$ cat config.mk
export PLATFORM = sky130hd
export DESIGN_NAME = pipeline_ctrl
export DESIGN_NICKNAME = d
export VERILOG_FILES = /design/src/rtl/pipeline_ctrl_pkg.sv /design/src/rtl/pipeline_ctrl_mc_sequencer.sv /design/src/rtl/pipeline_ctrl.sv
export SDC_FILE = /design/constraint.sdc
export NUM_CORES = 1
export LEC_CHECK = 0
export CAP_MARGIN = 20
export CORE_UTILIZATION = 40
export CTS_CLUSTER_SIZE = 12
export DETAILED_ROUTE_END_ITERATION = 8
export PLACE_DENSITY = 0.91
export SLEW_MARGIN = 10
export SYNTH_ARGS = -nofsm -noshare
export SYNTH_HDL_FRONTEND = slang
export SYNTH_SLANG_ARGS = --single-unit
$ cat constraint.sdc
create_clock -name clk -period 2 [get_ports clk]
set_clock_uncertainty 0.1 [all_clocks]
set_input_delay 0.2 -clock clk [delete_from_list [all_inputs] [get_ports clk]]
set_output_delay 0.2 -clock clk [all_outputs]
set_load 0.005 [all_outputs]
$ cat src/rtl/pipeline_ctrl_pkg.sv
// -----------------------------------------------------------------------------
// pipeline_ctrl_pkg
// Shared types and constants for the pipeline stall/flush controller:
//   - mc_state_e  : EXE multi-cycle sequencer states (IDLE/BUSY/DONE)
//   - stall_src_e : stall source index, equal to the deepest register held
//   - ZERO_WORD / NOP_REG_ADDR : common zero constants
//   - sat_inc32() : saturating 32-bit increment used by the perf counters
// -----------------------------------------------------------------------------
package pipeline_ctrl_pkg;

    typedef enum logic [1:0] {
        MC_IDLE = 2'd0,
        MC_BUSY = 2'd1,
        MC_DONE = 2'd2
    } mc_state_e;

    // Index of the deepest pipeline register a source must hold
    // (PC = 0, IF/ID = 1, ID/EXE = 2, EXE/MEM = 3, MEM/WB = 4).
    typedef enum logic [1:0] {
        SRC_NONE     = 2'd0,
        SRC_LOAD_USE = 2'd1,
        SRC_EXE_BUSY = 2'd2,
        SRC_MEM_WAIT = 2'd3
    } stall_src_e;

    localparam logic [31:0] ZERO_WORD    = 32'h0000_0000;
    localparam logic [4:0]  NOP_REG_ADDR = 5'd0;

    // Increment that sticks at all-ones instead of wrapping.
    function automatic logic [31:0] sat_inc32(input logic [31:0] v);
        sat_inc32 = (v == 32'hFFFF_FFFF) ? v : (v + 32'd1);
    endfunction

endpackage

$ cat src/rtl/pipeline_ctrl_mc_sequencer.sv
// -----------------------------------------------------------------------------
// mc_sequencer
// Tracks a multi-cycle operation occupying EXE. A start seen in IDLE loads the
// down-counter with MC_CYCLES-2; the op is reported busy for MC_CYCLES-1 cycles
// (the start cycle plus every BUSY cycle with a non-zero count). The cnt == 0
// cycle moves to DONE without holding, and DONE retires the result as soon as
// MEM is not waiting.
// Ports:
//   clk, rst       clock, synchronous active-high reset
//   start_i        level: a multi-cycle op sits in EXE (ignored outside IDLE)
//   mem_wait_i     MEM stage is stalling; keeps the result parked in DONE
//   busy_o         EXE must be held this cycle
//   done_o         multi-cycle result is valid and advances this cycle
// -----------------------------------------------------------------------------
module mc_sequencer
    import pipeline_ctrl_pkg::*;
#(
    parameter int MC_CYCLES = 8
) (
    input  logic clk,
    input  logic rst,
    input  logic start_i,
    input  logic mem_wait_i,
    output logic busy_o,
    output logic done_o
);

    localparam int CW = (MC_CYCLES > 2) ? $clog2(MC_CYCLES) : 1;
    localparam logic [CW-1:0] CNT_INIT = CW'(MC_CYCLES - 2);
    localparam logic [CW-1:0] CNT_ONE  = CW'(1);

    mc_state_e     state_q, state_d;
    logic [CW-1:0] cnt_q, cnt_d;

    // State and down-counter registers.
    always_ff @(posedge clk) begin
        if (rst) begin
            state_q <= MC_IDLE;
            cnt_q   <= '0;
        end else begin
            state_q <= state_d;
            cnt_q   <= cnt_d;
        end
    end

    // Next-state, counter and busy/done decode.
    always_comb begin
        state_d = state_q;
        cnt_d   = cnt_q;
        busy_o  = 1'b0;
        done_o  = 1'b0;
        case (state_q)
            MC_IDLE: begin
                if (start_i) begin
                    state_d = MC_BUSY;
                    cnt_d   = CNT_INIT;
                    busy_o  = 1'b1;
                end else begin
                    state_d = MC_IDLE;
                end
            end
            MC_BUSY: begin
                if (cnt_q != '0) begin
                    cnt_d  = cnt_q - CNT_ONE;
                    busy_o = 1'b1;
                end else begin
                    // Last cycle in EXE: no hold, result parks in DONE.
                    state_d = MC_DONE;
                end
            end
            MC_DONE: begin
                if (!mem_wait_i) begin
                    state_d = MC_IDLE;
                    done_o  = 1'b1;
                end else begin
                    state_d = MC_DONE;
                end
            end
            default: begin
                state_d = MC_IDLE;
                cnt_d   = '0;
            end
        endcase
    end

endmodule

$ cat src/rtl/pipeline_ctrl.sv
// -----------------------------------------------------------------------------
// pipeline_ctrl
// Central stall/flush controller for the five-stage pipeline. Stall sources
// are ranked by the deepest register they must hold (load-use = 1, EXE busy = 2,
// MEM wait = 3); the deepest active source k holds PC..register k and bubbles
// register k+1. A taken branch in ID flushes IF/ID only when IF/ID is not held.
// All hold/bubble/done/timeout outputs are combinational and forced to 0 while
// rst is high.
// Optional feature macro: PIPE_PERF_CNT_EN enables the saturating stall and
// flush counters; without it both perf outputs are constant zero.
// Ports:
//   clk, rst                        clock, synchronous active-high reset
//   id_rs_addr/id_rt_addr/_used     ID source registers and their use flags
//   id_branch_taken                 branch/jump resolved taken in ID
//   exe_is_load, exe_write_reg      load in EXE and its destination
//   exe_mc_start                    multi-cycle op in EXE (level)
//   mem_req, mem_ack                MEM handshake request / completion
//   *_hold, *_bubble                per-register hold and NOP-load controls
//   exe_mc_done                     multi-cycle result advances this cycle
//   mem_timeout                     pulse on forced MEM release
//   perf_stall_cycles/flush_count   performance counters
// -----------------------------------------------------------------------------
module pipeline_ctrl
    import pipeline_ctrl_pkg::*;
#(
    parameter int MC_CYCLES   = 8,
    parameter int MEM_TIMEOUT = 1024
) (
    input  logic        clk,
    input  logic        rst,
    input  logic [4:0]  id_rs_addr,
    input  logic [4:0]  id_rt_addr,
    input  logic        id_rs_used,
    input  logic        id_rt_used,
    input  logic        id_branch_taken,
    input  logic        exe_is_load,
    input  logic [4:0]  exe_write_reg,
    input  logic        exe_mc_start,
    input  logic        mem_req,
    input  logic        mem_ack,
    output logic        pc_hold,
    output logic        if_id_hold,
    output logic        id_exe_hold,
    output logic        exe_mem_hold,
    output logic        if_id_bubble,
    output logic        id_exe_bubble,
    output logic        exe_mem_bubble,
    output logic        mem_wb_bubble,
    output logic        exe_mc_done,
    output logic        mem_timeout,
    output logic [31:0] perf_stall_cycles,
    output logic [31:0] perf_flush_count
);

    localparam bit          TIMEOUT_EN = (MEM_TIMEOUT != 0);
    localparam logic [15:0] WAIT_LAST  = TIMEOUT_EN ? 16'(MEM_TIMEOUT - 1) : 16'd0;

    logic        load_use_s;
    logic        exe_busy_s;
    logic        seq_done_s;
    logic        timeout_hit_s;
    logic        mem_wait_s;
    stall_src_e  src_s;
    logic [15:0] wait_cnt_q, wait_cnt_d;

    // Hazard detection and MEM wait qualification.
    always_comb begin
        load_use_s    = exe_is_load && (exe_write_reg != NOP_REG_ADDR) &&
                        ((id_rs_used && (id_rs_addr == exe_write_reg)) ||
                         (id_rt_used && (id_rt_addr == exe_write_reg)));
        timeout_hit_s = TIMEOUT_EN && (wait_cnt_q == WAIT_LAST);
        mem_wait_s    = mem_req && !mem_ack && !timeout_hit_s;
    end

    mc_sequencer #(
        .MC_CYCLES (MC_CYCLES)
    ) u_mc_sequencer (
        .clk        (clk),
        .rst        (rst),
        .start_i    (exe_mc_start),
        .mem_wait_i (mem_wait_s),
        .busy_o     (exe_busy_s),
        .done_o     (seq_done_s)
    );

    // Deepest active source wins; shallower ones are re-seen after release.
    always_comb begin
        if (mem_wait_s) begin
            src_s = SRC_MEM_WAIT;
        end else if (exe_busy_s) begin
            src_s = SRC_EXE_BUSY;
        end else if (load_use_s) begin
            src_s = SRC_LOAD_USE;
        end else begin
            src_s = SRC_NONE;
        end
    end

    // Hold/bubble/pulse decode, all forced low during reset.
    always_comb begin
        pc_hold        = 1'b0;
        if_id_hold     = 1'b0;
        id_exe_hold    = 1'b0;
        exe_mem_hold   = 1'b0;
        if_id_bubble   = 1'b0;
        id_exe_bubble  = 1'b0;
        exe_mem_bubble = 1'b0;
        mem_wb_bubble  = 1'b0;
        exe_mc_done    = 1'b0;
        mem_timeout    = 1'b0;
        if (!rst) begin
            case (src_s)
                SRC_LOAD_USE: begin
                    pc_hold       = 1'b1;
                    if_id_hold    = 1'b1;
                    id_exe_bubble = 1'b1;
                end
                SRC_EXE_BUSY: begin
                    pc_hold        = 1'b1;
                    if_id_hold     = 1'b1;
                    id_exe_hold    = 1'b1;
                    exe_mem_bubble = 1'b1;
                end
                SRC_MEM_WAIT: begin
                    pc_hold       = 1'b1;
                    if_id_hold    = 1'b1;
                    id_exe_hold   = 1'b1;
                    exe_mem_hold  = 1'b1;
                    mem_wb_bubble = 1'b1;
                end
                default: begin
                    // IF/ID is free to move, so a taken branch flushes it now.
                    if_id_bubble = id_branch_taken;
                end
            endcase
            exe_mc_done = seq_done_s;
            mem_timeout = mem_req && !mem_ack && timeout_hit_s;
        end else begin
            exe_mc_done = 1'b0;
            mem_timeout = 1'b0;
        end
    end

    // MEM wait length: counts consecutive wait cycles, saturating.
    always_comb begin
        if (mem_wait_s) begin
            wait_cnt_d = (wait_cnt_q == 16'hFFFF) ? wait_cnt_q : (wait_cnt_q + 16'd1);
        end else begin
            wait_cnt_d = 16'd0;
        end
    end

    // MEM wait counter register.
    always_ff @(posedge clk) begin
        if (rst) begin
            wait_cnt_q <= 16'd0;
        end else begin
            wait_cnt_q <= wait_cnt_d;
        end
    end

`ifdef PIPE_PERF_CNT_EN
    logic [31:0] perf_stall_q;
    logic [31:0] perf_flush_q;

    // Saturating stall-cycle and branch-flush counters.
    always_ff @(posedge clk) begin
        if (rst) begin
            perf_stall_q <= ZERO_WORD;
            perf_flush_q <= ZERO_WORD;
        end else begin
            perf_stall_q <= pc_hold      ? sat_inc32(perf_stall_q) : perf_stall_q;
            perf_flush_q <= if_id_bubble ? sat_inc32(perf_flush_q) : perf_flush_q;
        end
    end

    assign perf_stall_cycles = perf_stall_q;
    assign perf_flush_count  = perf_flush_q;
`else
    assign perf_stall_cycles = ZERO_WORD;
    assign perf_flush_count  = ZERO_WORD;
`endif

endmodule

Word-level counts from Yosys, hierarchy flattened
Cells that the tools add are included.
{ "op_classes": {"n_addsub": 2, "eq_ne": 12, "muxes": 29, "bitwise_logic": 2, "n_reduce_logical": 17} }
{ "ops": {"columns": ["op", "count"], "rows": [
  ["2-to-1 mux 1 bit", 20],
  ["adder 16 x 1 -> 16 bit (second input constant)", 1],
  ["equality test 16 x 10 -> 1 bit (second input constant)", 1],
  ["equality test 16 bit (second input constant)", 1],
  ["equality test 5 bit", 2],
  ["one-hot mux 3 bit (3 select lines)", 1],
  ["2-to-1 mux 2 bit", 4],
  ["logical AND 1 bit", 7],
  ["equality test 2 bit (second input constant)", 3],
  ["2-to-1 mux 3 bit", 2],
  ["one-hot mux 2 bit (3 select lines)", 1],
  ["nonzero test 5 bit", 1],
  ["equality test 2 x 1 -> 1 bit (second input constant)", 2],
  ["inequality test 2 bit (second input constant)", 2],
  ["OR reduction 2 bit", 2],
  ["AND reduction 3 bit", 1],
  ["nonzero test 3 bit", 1],
  ["OR reduction 3 bit", 1],
  ["subtractor 3 x 1 -> 3 bit (second input constant)", 1],
  ["logical NOT 1 bit", 2],
  ["logical NOT 2 bit", 1],
  ["inequality test 2 x 1 -> 1 bit (second input constant)", 1],
  ["NOT 1 bit", 2],
  ["one-hot mux 1 bit (2 select lines)", 1],
  ["logical OR 1 bit", 1]
]} }
{ "totals": {"register_bits": 21} }

Longest topological paths before layout
Gate-level depths: netlist of run 1.
{ "depth": {"word_depth": 11, "mapped_depth": 7, "ltp_nobuf": 6} }

Modules after synthesis
Synthesis of run 1 repeated with hierarchy kept, for this count alone.
{ "hier_totals": {"cells_unflattened": 241, "area_unflattened_um2": 1976.9} }
{ "modules_own_cells": {"columns": ["mod", "n_inst", "cells_per_inst", "area_each_um2", "seq_area_each_um2"], "rows": [
  ["pipeline_ctrl", 1, 206, 1641.6, 320.3],
  ["mc_sequencer", 1, 35, 335.3, 100.1]
]} }

Worst setup path before layout of run 1
OpenSTA, ideal clock, no wires.
{ "synth_timing": {"kind": "flip-flop to output port", "from": "register u_mc_sequencer.cnt_q[0]", "to": "output pc_hold", "t_arrival_ps": 1538, "slack_ps": 162, "path_stages_with_launch": 8, "path_cell_list": "dfxtp_1 -> inv_1 -> ha_1 -> nor2b_1 -> a2111oi_1 -> a21oi_1 -> o31ai_1 -> buf_4"} }
{ "synth_between": {"elab_chain_len": 9, "elab_cells_between_ends": 11, "classes_between": "3 x eq/ne; 6 x mux; 2 x reduce/logical"} }
{ "synth_lines": {"columns": ["item", "line_no", "rtl"], "rows": [
  ["start: declaration", "pipeline_ctrl_mc_sequencer.sv:33", "logic [CW-1:0] cnt_q, cnt_d;"],
  ["start signal: assignment", "pipeline_ctrl_mc_sequencer.sv:42", "cnt_q <= cnt_d;"],
  ["nonzero test 3 bit (*)", "pipeline_ctrl_mc_sequencer.sv:63", "if (cnt_q != '0) begin"],
  ["2-to-1 mux 1 bit (*)", "pipeline_ctrl_mc_sequencer.sv:63", null],
  ["one-hot mux 1 bit (2 select lines) (*)", "pipeline_ctrl_mc_sequencer.sv:52", "case (state_q)"],
  ["2-to-1 mux 2 bit (*)", "pipeline_ctrl.sv:90", "end else if (exe_busy_s) begin"],
  ["2-to-1 mux 2 bit (*)", "pipeline_ctrl.sv:88", "if (mem_wait_s) begin"],
  ["equality test 2 bit or equality test 2 x 1 -> 1 bit (tied branches)", null, null],
  ["OR reduction 3 bit (no source line) (*)", null, null],
  ["2-to-1 mux 1 bit (*) (2 in a row)", null, null],
  ["end: declaration", "pipeline_ctrl.sv:41", "output logic pc_hold,"]
]} }
Mark *: on every way between the ends. The rest lies on a longest branch, timed or not.

Worst setup path in the final report of run 1
{ "layout_timing": {"from": "register wait_cnt_q[1]", "to": "output exe_mc_done"} }
{ "layout_between": {"elab_chain_len": 6} }
{ "layout_lines": {"columns": ["item", "line_no", "rtl"], "rows": [
  ["start: declaration", "pipeline_ctrl.sv:64", "logic [15:0] wait_cnt_q, wait_cnt_d;"],
  ["start signal: assignment", "pipeline_ctrl.sv:158", "wait_cnt_q <= wait_cnt_d;"],
  ["equality test 16 x 10 -> 1 bit", "pipeline_ctrl.sv:71", "timeout_hit_s = TIMEOUT_EN && (wait_cnt_q == WAIT_LAST);"],
  ["logical NOT 1 bit", "pipeline_ctrl.sv:72", "mem_wait_s = mem_req && !mem_ack && !timeout_hit_s;"],
  ["logical AND 1 bit", "pipeline_ctrl.sv:72", null],
  ["2-to-1 mux 1 bit", "pipeline_ctrl_mc_sequencer.sv:72", "if (!mem_wait_i) begin"],
  ["2-to-1 mux 1 bit", "pipeline_ctrl_mc_sequencer.sv:52", null],
  ["2-to-1 mux 1 bit", "pipeline_ctrl.sv:111", "if (!rst) begin"],
  ["end: declaration", "pipeline_ctrl.sv:49", "output logic exe_mc_done,"]
]} }
Every way passes these cells.

==> metrics.md, run 1 <==
| Metric | Value |
|---|---|
| Status | `complete, but fails checks` |
| Failing checks | `DRC, setup timing` |
| Initial antenna violation count | `0` |
| DP Wirelength | `3.280 mm` |
| R2R cell count | `9` |
| DR pass1 iterations | `6` |
| Cts-stage hold buffer count | `0` |
| Layout cells sized above 1 | `about 27%` |
| Worst hold stages | `2` |
| Critical-path cell list | `ha_4, nor4bb_4, nand4_1, buf_4, buf_6, a2111oi_4, buf_2` |
| Worst hold margin | `0.3531 ns` |
| Total clock sinks | `21` |
| CTS Buffer Depth | `2` |
| Initial Utilization | `a little over two fifths` |
| Nets | `between 300 and 400` |
| Ys flop type | `dfxtp_1` |
| RSZ-0062 raised after global routing | `true` |
| Routed len/inst | `about 12 um` |
| Die Span Y | `71.27 um` |
| Max Cap Viol | `0` |
| FP Rows | `24` |
| Slew Viols, Final | `0` |
| Num CTS Buffers | `3` |
| PortBufs | `33` |
| Setup WS post-layout | `-0.1976 ns` |
| Commonest cells after routing, fill and taps aside | `conb_1, buf_4, clkdlybuf4s50_1` |
| Final number of setup-violating endpoints | `10` |
| FF+latch count, synth | `21` |
| IO Pins | `98` |
| R2R setup slack | `0.12 ns` |
| RePlAce Congestion | `around 0.92` |
| Pwr Total | `1.037 mW` |
| Die Span X | `~70 um` |
| Number of remaining DRC errors | `5` |
| Total Die Area | `5079 um2` |
| Detailed Route Iter0 Violations | `130` |
| Post-route minimum period | `2.198 ns` |
| Yosys top cell area share | `a little over a quarter` |
| Synthesized instance count | `240` |
| Worst R2R Start | `wait_cnt_q[1]$_SDFFE_PP0P_` |
| Static Leak | `1.114 nW` |
| Post-route ant nets | `0` |
| VDD IR max | `0.0004668 V` |
| Via density | `4.873` |
| Crit-path max FO | `3` |
| Grt ovf | `0` |
| Ant. Diodes | `0` |
| Fill cells | `394` |
| Final-report hold violation count | `0` |
| Async S/R FF share, synth | `0%` |
| CTS tree | `yes` |
| Share of the yosys chip area belonging to registers | `between 20% and 30%` |
| Worst hold start | `u_mc_sequencer.cnt_q[0]$_SDFFE_PP0P_` |
| Period utilization | `109.9%` |
| Syn_area_per_cell | `about 8.0 um2` |
| Mapped cell area | `between 1500 and 2000 um2` |
| CP Launch Type | `flop` |
| Area growth, synth to finish | `31.42%` |
| Worst Hold Class | `reg -> reg` |
| Skew-Pair Late Insertion Delay | `approximately 0.27 ns` |
| Largest net degree at the start of global routing | `15` |
| Clock root buffer | `clkbuf_8` |
| Worst-path clk slew | `~0.080 ns` |
| Hold Path End | `u_mc_sequencer.cnt_q[0]$_SDFFE_PP0P_` |
| Req. time, crit path | `1.70 ns` |
| Worst Setup End Kind | `output port` |
| DP Cell Count | `~350` |
| Finished Layout Cells | `about 360` |
| Pwr dens | `a little over 400 nW/um2` |
| R2r endpoint | `wait_cnt_q[7]$_SDFFE_PP0P_` |
| Total GRT Usage | `17.78%` |
| Vias in the first global route | `1681` |
| Peak Freq | `approximately 460 MHz` |
| Synth cell types | `49` |
| Post-synth EDFFs | `0` |
| WL final | `~4.4 mm` |
| Yosys top cell by area | `buf_4` |
| First-pass GRT wire length | `around 7.3 mm` |
| Vias | `around 1800` |
| Commonest non-fill, non-tap cell in the layout | `conb_1` |
| Depth of the CTS H-tree | `1` |
| Worst EP arrival | `~1.9 ns` |
| Core box area | `about 4500 um2` |
| Slowest CP cell | `dfxtp_2` |
| Area contributors post-synth | `buf_4, dfxtp_1, a21oi_1` |
| CP Class | `reg -> out` |
| Synthesis warning total | `0` |
| Crit-path max cell delay | `approximately 0.36 ns` |
## worst max-delay path: cells and delay by family (launching register included)
family | cells | cell delay, ns
compound gates | 1 | 0.27
simple gates | 2 | 0.39
buf+inv | 3 | 0.47
flops | 1 | 0.36
fa+ha+maj | 1 | 0.14
## power by group
part	leakage [nW]	internal [mW]	switching (mW)	total, mW
logic	0.919	0.152	0.148	0.301
clock network	0.0228	0.142	0.140	0.282
registers	0.172	0.436	0.0182	0.454
## per-layer routing
metal,track usage (%),wire length (um)
met1,19.37,1643
met2,33.97,2407
met3,4.079,268
met4,5.333,55
met5,0,0
## cells in the mapped netlist (all sizes together) (3+ instances only)
cell and number:
mux2i 7, inv 8, nand3 13, nor3 5, nor4 6, nor2b 3
dfxtp 21, a21oi 16, xnor2 3, nand2 12, o21ai 6, nand3b 6
a21boi 3, a211oi 5, and3 3, xor2 8, and2 3, nor2 5
nand4 8, ha 3, buf 73
## through the flow
| stage | cell area, um2 | setup TNS, ns | util, % | worst slack [ns] |
|---|---|---|---|---|
| 4_1_cts | 2491 | -0.6781 | 55.68 | -0.1402 |
| 6_report | 2522 | -1.318 | 56.38 | -0.1976 |
| 3_5_place_dp | 2275 | -4.326 | 50.84 | -0.5984 |
| 3_3_place_gp | 2275 | -3.499 | 50.84 | -0.4646 |
| 5_1_grt | 2522 | -2.434 | 56.38 | -0.3316 |
| 2_1_floorplan | 2156 | 0 | - | 0.1616 |
## registers in the layout (all words and copies together) (netlist names)
register and count:
u_mc_sequencer.cnt_q 3, wait_cnt_q 16, u_mc_sequencer.state_q 2
## cell families after synthesis
group                      Yosys count  share of synthesized area [%]
buffers and inverters               83                          30.05
DFF                                 21                          21.90
muxes                                7                          3.651
other                                1                         0.1954
xor gates and xnor gates            11                          5.020
AOI/OAI and AO/OA                   39                          13.04
adders and majority gates            3                          1.956
and+or+nand+nor                     75                          24.19
## how the worst max path moves through the flow
stage	start	to	slack (ns)	cells past startpoint
4_1_cts	wait_cnt_q[1]$_SDFFE_PP0P_	exe_mc_done	-0.14	7
2_1_floorplan	u_mc_sequencer.cnt_q[0]$_SDFFE_PP0P_	pc_hold	0.16	7
6_report	wait_cnt_q[1]$_SDFFE_PP0P_	exe_mc_done	-0.20	7
3_5_place_dp	exe_write_reg[3]	if_id_hold	-0.60	6
3_3_place_gp	exe_write_reg[1]	if_id_bubble	-0.46	6
5_1_grt	wait_cnt_q[1]$_SDFFE_PP0P_	exe_mc_done	-0.33	7
## layout make-up
type	count	area (um2)	share of cell area (%)
repair buffers	79	646.9	25.64
clock buffers	4	45.04	1.786
well taps	52	65.06	2.579
flip-flops and latches	21	426.7	16.91
multi-input cells	199	1309	51.89
inverters	8	30.03	1.190
## repair_timing
item | CTS | global route
pin swaps | 11 | 5
resized for setup | 77 | 5
setup endpoints to repair | 11 | 18
setup buffers | 8 | 5
No activity file was read; power rests on OpenSTA's default activity.
==> run 2: changes to the inputs <==
- HOLD_SLACK_MARGIN: not set -> 0.1
- MAX_ROUTING_LAYER: not set -> met4
- RECOVER_POWER: not set -> 25
==> run 2 against run 1 <==
Against the previous run: the run still ends with DRC, setup timing left; clock power about the same; register-to-register slack about the same; fmax down 0.23%; sequential share of layout area up 0.051 points; power down 0.48%; worst hold slack about the same; non-clock buffer count unchanged; core utilization down 0.17 points; first-iteration DRC count down 3.1%; highest routed layer unchanged.
==> metrics.md, run 2 (same netlist as run 1, synthesis figures left out) <==
| Metric | Value |
|---|---|
| Number of remaining DRC errors | `5 (unchanged)` |
| Top reg by flops | `wait_cnt_q` |
| Most used routing layer | `met2` |
| Met3 usage | `3.235% (-0.84 points)` |
| Die Span Y | `71.27 um (unchanged)` |
| Max Cap Viol | `0 (unchanged)` |
| Worst hold start | `u_mc_sequencer.cnt_q[0]$_SDFFE_PP0P_` |
| Detailed Route Iter0 Violations | `126 (-3.1%)` |
| Depth of the CTS H-tree | `1 (unchanged)` |
| Total GRT Usage | `18.23% (+0.45 points)` |
| Via density | `4.909 (+0.73%)` |
| Total clock sinks | `21 (unchanged)` |
| RePlAce Congestion | `0.9400 (+1.8%)` |
| WL final | `4.353 mm (-0.48%)` |
| Total Die Area | `5079 um2 (unchanged)` |
| Final number of setup-violating endpoints | `10 (unchanged)` |
| Clock root buffer | `clkbuf_8` |
| TNS Setup | `-1.347 ns (-0.02925 ns)` |
| CP Depth | `7 (unchanged)` |
| Crit path max-delay family | `buffers and inverters` |
| Peak Freq | `454.0 MHz (-0.23%)` |
| Worst Hold Class | `reg -> reg` |
| Commonest non-fill, non-tap cell in the layout | `conb_1` |
| Post-route minimum period | `2.203 ns (+0.005022 ns)` |
| Req. time, crit path | `1.70 ns (about the same)` |
| Critical-path cell list | `ha_4, nor4bb_4, nand4_1, buf_4, buf_6, a2111oi_4, buf_2` |
| Slew Viols, Final | `0 (unchanged)` |
| Grt ovf | `0 (unchanged)` |
| Finished Layout Cells | `363 (unchanged)` |
| Initial antenna violation count | `0 (unchanged)` |
| PortBufs | `33 (unchanged)` |
| RSZ-0062 raised after global routing | `true` |
| Layout cells sized above 1 | `26.69% (-0.64 points)` |
| Ant. Diodes | `0 (unchanged)` |
| Worst Path Buf+Inv | `3 (unchanged)` |
| Area growth, synth to finish | `31.03%` |
| Largest register FFs | `16 (unchanged)` |
| Crit-path max cell delay | `0.36 ns (about the same)` |
| Num CTS Buffers | `3 (unchanged)` |
| Pre-CTS setup slack | `-0.5984 ns (unchanged)` |
| Hold Path End | `u_mc_sequencer.cnt_q[0]$_SDFFE_PP0P_` |
| Fill cells | `395 (+0.25%)` |
| R2r endpoint | `wait_cnt_q[3]$_SDFFE_PP0P_` |
| DP Wirelength | `3.280 mm (unchanged)` |
| Post-route ant nets | `0 (unchanged)` |
| First-pass GRT wire length | `7.251 mm (about the same)` |
| Largest net degree at the start of global routing | `15 (unchanged)` |
| Biggest regs | `wait_cnt_q (16), u_mc_sequencer.cnt_q (3), u_mc_sequencer.state_q (2)` |
| R2R cell count | `9 (unchanged)` |
| FP Rows | `24 (unchanged)` |
| Core box area | `4474 um2 (unchanged)` |
| Initial Utilization | `42.90% (unchanged)` |
| Die Span X | `71.27 um (unchanged)` |
| Nets | `339 (unchanged)` |
| Final-report hold violation count | `0 (unchanged)` |
| CTS tree | `yes` |
| Status | `complete, but fails checks` |
| Static Leak | `1.107 nW (-0.66%)` |
| Worst hold stages | `2 (unchanged)` |
| Worst-path clk slew | `0.08 ns (about the same)` |
| VDD IR max | `0.0004671 V (about the same)` |
| Vias in the first global route | `1686 (+0.30%)` |
| Met2 Track Usage GR | `33.97% (unchanged)` |
| Crit-path max FO | `3 (unchanged)` |
| Met1 Use GR | `19.63% (+0.26 points)` |
| R2R setup slack | `0.12 ns (about the same)` |
| Pwr Total | `1.032 mW (-0.48%)` |
| Worst Setup End Kind | `output port` |
| Skew-Pair Late Insertion Delay | `0.27 ns (about the same)` |
| IO Pins | `98 (unchanged)` |
| Setup WS post-layout | `-0.2026 ns (-0.005022 ns)` |
| DP Cell Count | `349 (unchanged)` |
| Slowest CP cell | `dfxtp_2` |
| Pwr dens | `410.3 nW/um2 (-0.18%)` |
| Worst EP arrival | `1.90 ns (about the same)` |
| CP Launch Type | `flop` |
| Vias | `1782 (+0.73%)` |
| CP Class | `reg -> out` |
| Routed len/inst | `11.99 um (-0.48%)` |
| CTS Buffer Depth | `2 (unchanged)` |
| Failing checks | `DRC, setup timing` |
| Worst R2R Start | `wait_cnt_q[1]$_SDFFE_PP0P_` |
| Period utilization | `110.1% (+0.25 points)` |
| Commonest cells after routing, fill and taps aside | `conb_1, buf_4, clkdlybuf4s50_1` |
| DR pass1 iterations | `6 (unchanged)` |
## run 2: cell types whose count changed in the layout (fill, tap and decap cells not counted)
cell,change
clkbuf_1,+2
buf_4,-2
## run 2: power by group
part / switching [mW] / leakage [nW] / internal, mW
Clock: 0.141 / 0.0228 / 0.142
Sequential: 0.0181 / 0.172 / 0.436
Combinational: 0.148 / 0.912 / 0.147
## run 2: cell type report
cell class	count	area [um2]	area share [%]
Inverter	8	30.03	1.194
Sequential cell	21	426.7	16.97
Multi-Input combinational cell	199	1309	52.04
Timing Repair Buffer	79	639.4	25.42
Tap cell	52	65.06	2.587
Clock buffer	4	45.04	1.791
## run 2: how the worst max path moves through the flow
| stage | end | start | slack [ns] |
|---|---|---|---|
| 2_1_floorplan | pc_hold | u_mc_sequencer.cnt_q[0]$_SDFFE_PP0P_ | 0.16 |
| 5_1_grt | exe_mc_done | wait_cnt_q[1]$_SDFFE_PP0P_ | -0.33 |
| 3_3_place_gp | if_id_bubble | exe_write_reg[1] | -0.46 |
| 3_5_place_dp | if_id_hold | exe_write_reg[3] | -0.60 |
| 4_1_cts | exe_mc_done | wait_cnt_q[1]$_SDFFE_PP0P_ | -0.14 |
| 6_report | exe_mc_done | wait_cnt_q[1]$_SDFFE_PP0P_ | -0.20 |
## run 2: per-layer routing
layer	part of all wire [%]	up-vias
li1	-	856
met1	38	838
met2	55	80
met3	5.6	8
met4	1.3	0
met5	0	-
## run 2: worst min-delay path, cell delays in order (launching register included)
cell	delay [ns]
dfxtp_2	0.32
nand2_1	0.04
a21oi_1	0.05
## run 2: timing repair
action | in CTS | in global routing
setup endpoints to repair | 11 | 18
pin swaps | 11 | 5
resized for setup | 77 | 5
hold buffers | 0 | 0
setup buffers | 8 | 5
## run 2: metrics by stage
step / hold WS [ns] / cell area (um2) / util [%]
finish: 0.3531 / 2515 / 56.21
floorplan: 0.3319 / 2156 / -
detailed placement: 0.3475 / 2275 / 50.84
CTS: 0.3554 / 2491 / 55.68
global route: 0.3874 / 2515 / 56.21
global placement: 0.3389 / 2275 / 50.84
==> run 3: changes to the inputs <==
- GPL_TIMING_DRIVEN: not set -> 0
- PLACE_DENSITY: 0.91 -> 0.89
- SLEW_MARGIN: 10 -> not set
==> run 3 against run 2 <==
Against the previous run: power increased by 10%; the run still ends with DRC, setup timing left; critical path depth decreased by 1; sequential share of layout area decreased by 1.8 points; fmax increased by 0.53%; largest power group unchanged; highest routed layer unchanged; final cell count increased by 13%.
==> metrics.md, run 3 (same netlist as run 1, synthesis figures left out) <==
| Metric | Value |
|---|---|
| Status | `complete, but fails checks` |
| Failing checks | `DRC, setup timing` |
| Worst Path Buf+Inv | `2 (-1)` |
| Skew-Pair Late Insertion Delay | `0.26 ns (about the same)` |
| Peak Freq | `456.4 MHz (+0.53%)` |
| Die Span Y | `71.27 um (unchanged)` |
| Grt ovf | `0 (unchanged)` |
| Commonest non-fill, non-tap cell in the layout | `buf_4` |
| Total GRT Usage | `19.18% (+0.95 points)` |
| Layout cells sized above 1 | `41.11% (+14 points)` |
| Depth of the CTS H-tree | `1 (unchanged)` |
| Period utilization | `109.6% (-0.58 points)` |
| WL final | `4.924 mm (+13%)` |
| Final number of setup-violating endpoints | `9 (-1)` |
| Num CTS Buffers | `3 (unchanged)` |
| Nets | `388 (+14%)` |
| Detailed Route Iter0 Violations | `128 (+1.6%)` |
| Core box area | `4474 um2 (unchanged)` |
| Total clock sinks | `21 (unchanged)` |
| Utilization after layout | `65.46% (+9.3 points)` |
| Total Die Area | `5079 um2 (unchanged)` |
| Crit-path max FO | `5 (+2)` |
| Worst Hold Class | `reg -> reg` |
| Post-route minimum period | `2.191 ns (-0.01159 ns)` |
| Clock root buffer | `clkbuf_8` |
| Routed len/inst | `11.95 um (-0.34%)` |
| Slowest CP cell | `dfxtp_1` |
| R2R cell count | `8 (-1)` |
| R2r endpoint | `wait_cnt_q[9]$_SDFFE_PP0P_` |
| Biggest regs | `wait_cnt_q (16), u_mc_sequencer.cnt_q (3), u_mc_sequencer.state_q (2)` |
| Pwr dens | `389.2 nW/um2 (-5.1%)` |
| Met1 WL | `1.927 mm (+17%)` |
| Cts-stage hold buffer count | `0 (unchanged)` |
| Uppermost routed layer | `met4` |
| CP Class | `reg -> out` |
| Req. time, crit path | `1.70 ns (about the same)` |
| DP Cell Count | `387 (+11%)` |
| Worst hold margin | `0.3686 ns (+0.01547 ns)` |
| R2R setup slack | `0.15 ns (+0.03 ns)` |
| Crit-path max cell delay | `0.38 ns (+0.02 ns)` |
| Area growth, synth to finish | `52.61%` |
| RSZ-0062 raised after global routing | `true` |
| VDD IR max | `0.0004698 V (+0.56%)` |
| Top reg by flops | `wait_cnt_q` |
| Static Leak | `1.391 nW (+26%)` |
| Ant. Diodes | `0 (unchanged)` |
| Vias | `1885 (+5.8%)` |
| Die Span X | `71.27 um (unchanged)` |
| Measured slew at the worst slew-check pin | `0.8777 ns` |
| Met3 WL | `292 um (+20%)` |
| Finished Layout Cells | `412 (+13%)` |
| CTS tree | `yes` |
| Largest net degree at the start of global routing | `12 (-3)` |
| Max Cap Viol | `0 (unchanged)` |
| Largest register FFs | `16 (unchanged)` |
| FP Rows | `24 (unchanged)` |
| Post-route ant nets | `0 (unchanged)` |
| Vias in the first global route | `1689 (+0.18%)` |
| Critical path origin | `wait_cnt_q[11]$_SDFFE_PP0P_` |
| Setup WS post-layout | `-0.1910 ns (+0.01159 ns)` |
| DR pass1 iterations | `6 (unchanged)` |
| Worst R2R Start | `wait_cnt_q[11]$_SDFFE_PP0P_` |
| CP Launch Type | `flop` |
| Critical-path cell list | `nor4bb_4, nand4_1, buf_4, a211oi_4, nor3b_2, buf_2` |
| Routed wl met2 | `2.677 mm (+11%)` |
| Critical path endpoint | `id_exe_bubble` |
| CTS Buffer Depth | `2 (unchanged)` |
| DP Wirelength | `3.231 mm (-1.5%)` |
| RePlAce Congestion | `0.8692 (-7.5%)` |
| Worst-path clk slew | `0.08 ns (about the same)` |
| Number of remaining DRC errors | `7 (+2)` |
| Worst EP arrival | `1.89 ns (about the same)` |
| CP Depth | `6 (-1)` |
| Initial Utilization | `42.90% (unchanged)` |
| First-pass GRT wire length | `7.645 mm (+5.4%)` |
| Initial antenna violation count | `0 (unchanged)` |
| Rel. slew slack | `41.49%` |
| Worst Setup End Kind | `output port` |
| Crit path max-delay family | `simple AND/OR/NAND/NOR gates` |
| IO Pins | `98 (unchanged)` |
| Via density | `4.575 (-6.8%)` |
| Final-report hold violation count | `0 (unchanged)` |
| PortBufs | `32 (-3.0%)` |
| Commonest cells after routing, fill and taps aside | `buf_4, conb_1, clkdlybuf4s50_1` |
| Slew Viols, Final | `0 (unchanged)` |
run 3: cell count changes in the layout (fill, tap and decap cells not counted), moves of 2 or more:
cell	previous run	this run
dfxtp_2	5	10
nor2_1	5	3
dfxtp_1	16	8
dfxtp_4	0	3
nor4_2	0	2
dlygate4sd2_1	3	5
buf_4	39	88
clkdlybuf4s50_1	20	17
run 3: metrics by stage:
stage / setup TNS (ns) / total power, mW / area [um2] / setup WS (ns)
after floorplan: 0 / 0.6881 / 2156 / 0.1616
after global placement: -5.180 / 0.7827 / 2541 / -0.7513
after detailed placement: -5.648 / 0.7911 / 2541 / -0.7907
after CTS: -0.6726 / 1.117 / 2825 / -0.1637
after global routing: -1.843 / 1.207 / 2929 / -0.2598
final: -1.065 / 1.140 / 2929 / -0.1910
run 3: worst min-delay path by stage:
stage                                               startpoint                                   end  slack (ns)  depth (start not counted)
final                     u_mc_sequencer.cnt_q[1]$_SDFFE_PP0P_  u_mc_sequencer.cnt_q[1]$_SDFFE_PP0P_        0.37                          2
after global routing      u_mc_sequencer.cnt_q[1]$_SDFFE_PP0P_  u_mc_sequencer.cnt_q[1]$_SDFFE_PP0P_        0.39                          2
after CTS                 u_mc_sequencer.cnt_q[1]$_SDFFE_PP0P_  u_mc_sequencer.cnt_q[1]$_SDFFE_PP0P_        0.35                          2
after detailed placement  u_mc_sequencer.cnt_q[1]$_SDFFE_PP0P_  u_mc_sequencer.cnt_q[1]$_SDFFE_PP0P_        0.35                          2
after global placement    u_mc_sequencer.cnt_q[1]$_SDFFE_PP0P_  u_mc_sequencer.cnt_q[1]$_SDFFE_PP0P_        0.34                          2
after floorplan           u_mc_sequencer.cnt_q[1]$_SDFFE_PP0P_  u_mc_sequencer.cnt_q[1]$_SDFFE_PP0P_        0.33                          2
run 3: worst min-delay path, cell delays in order, from the launching register on:
cell and delay [ns]:
dfxtp_2 0.33, nand2_1 0.05, a21oi_1 0.05
run 3: routing by layer:
layer | GRT usage, % | up-vias
met2 | 34.81 | 80
met3 | 3.797 | 5
met1 | 21.53 | 844
met5 | - | -
li1 | - | 956
met4 | 4.667 | 0
run 3: final cells by class:
type	count	area [um2]
clock buffer	4	45.04
buffer	75	569.3
inverter	8	32.53
multi-input combinational	199	1335
tap	52	65.06
fill	371	1545
sequential	21	444.2
timing repair buffer	53	437.9
run 3: power breakdown:
part | leakage, nW | internal [mW] | switching [mW]
combinational | 1.19 | 0.228 | 0.178
sequential | 0.177 | 0.432 | 0.0189
clock | 0.0228 | 0.142 | 0.141
total | 1.39 | 0.802 | 0.338
run 3: timing repair:
item / 4_1_cts / 5_1_grt
pin swaps: 16 / 5
resized for setup: 87 / 17
setup buffers: 12 / 9
setup endpoints to repair: 10 / 11
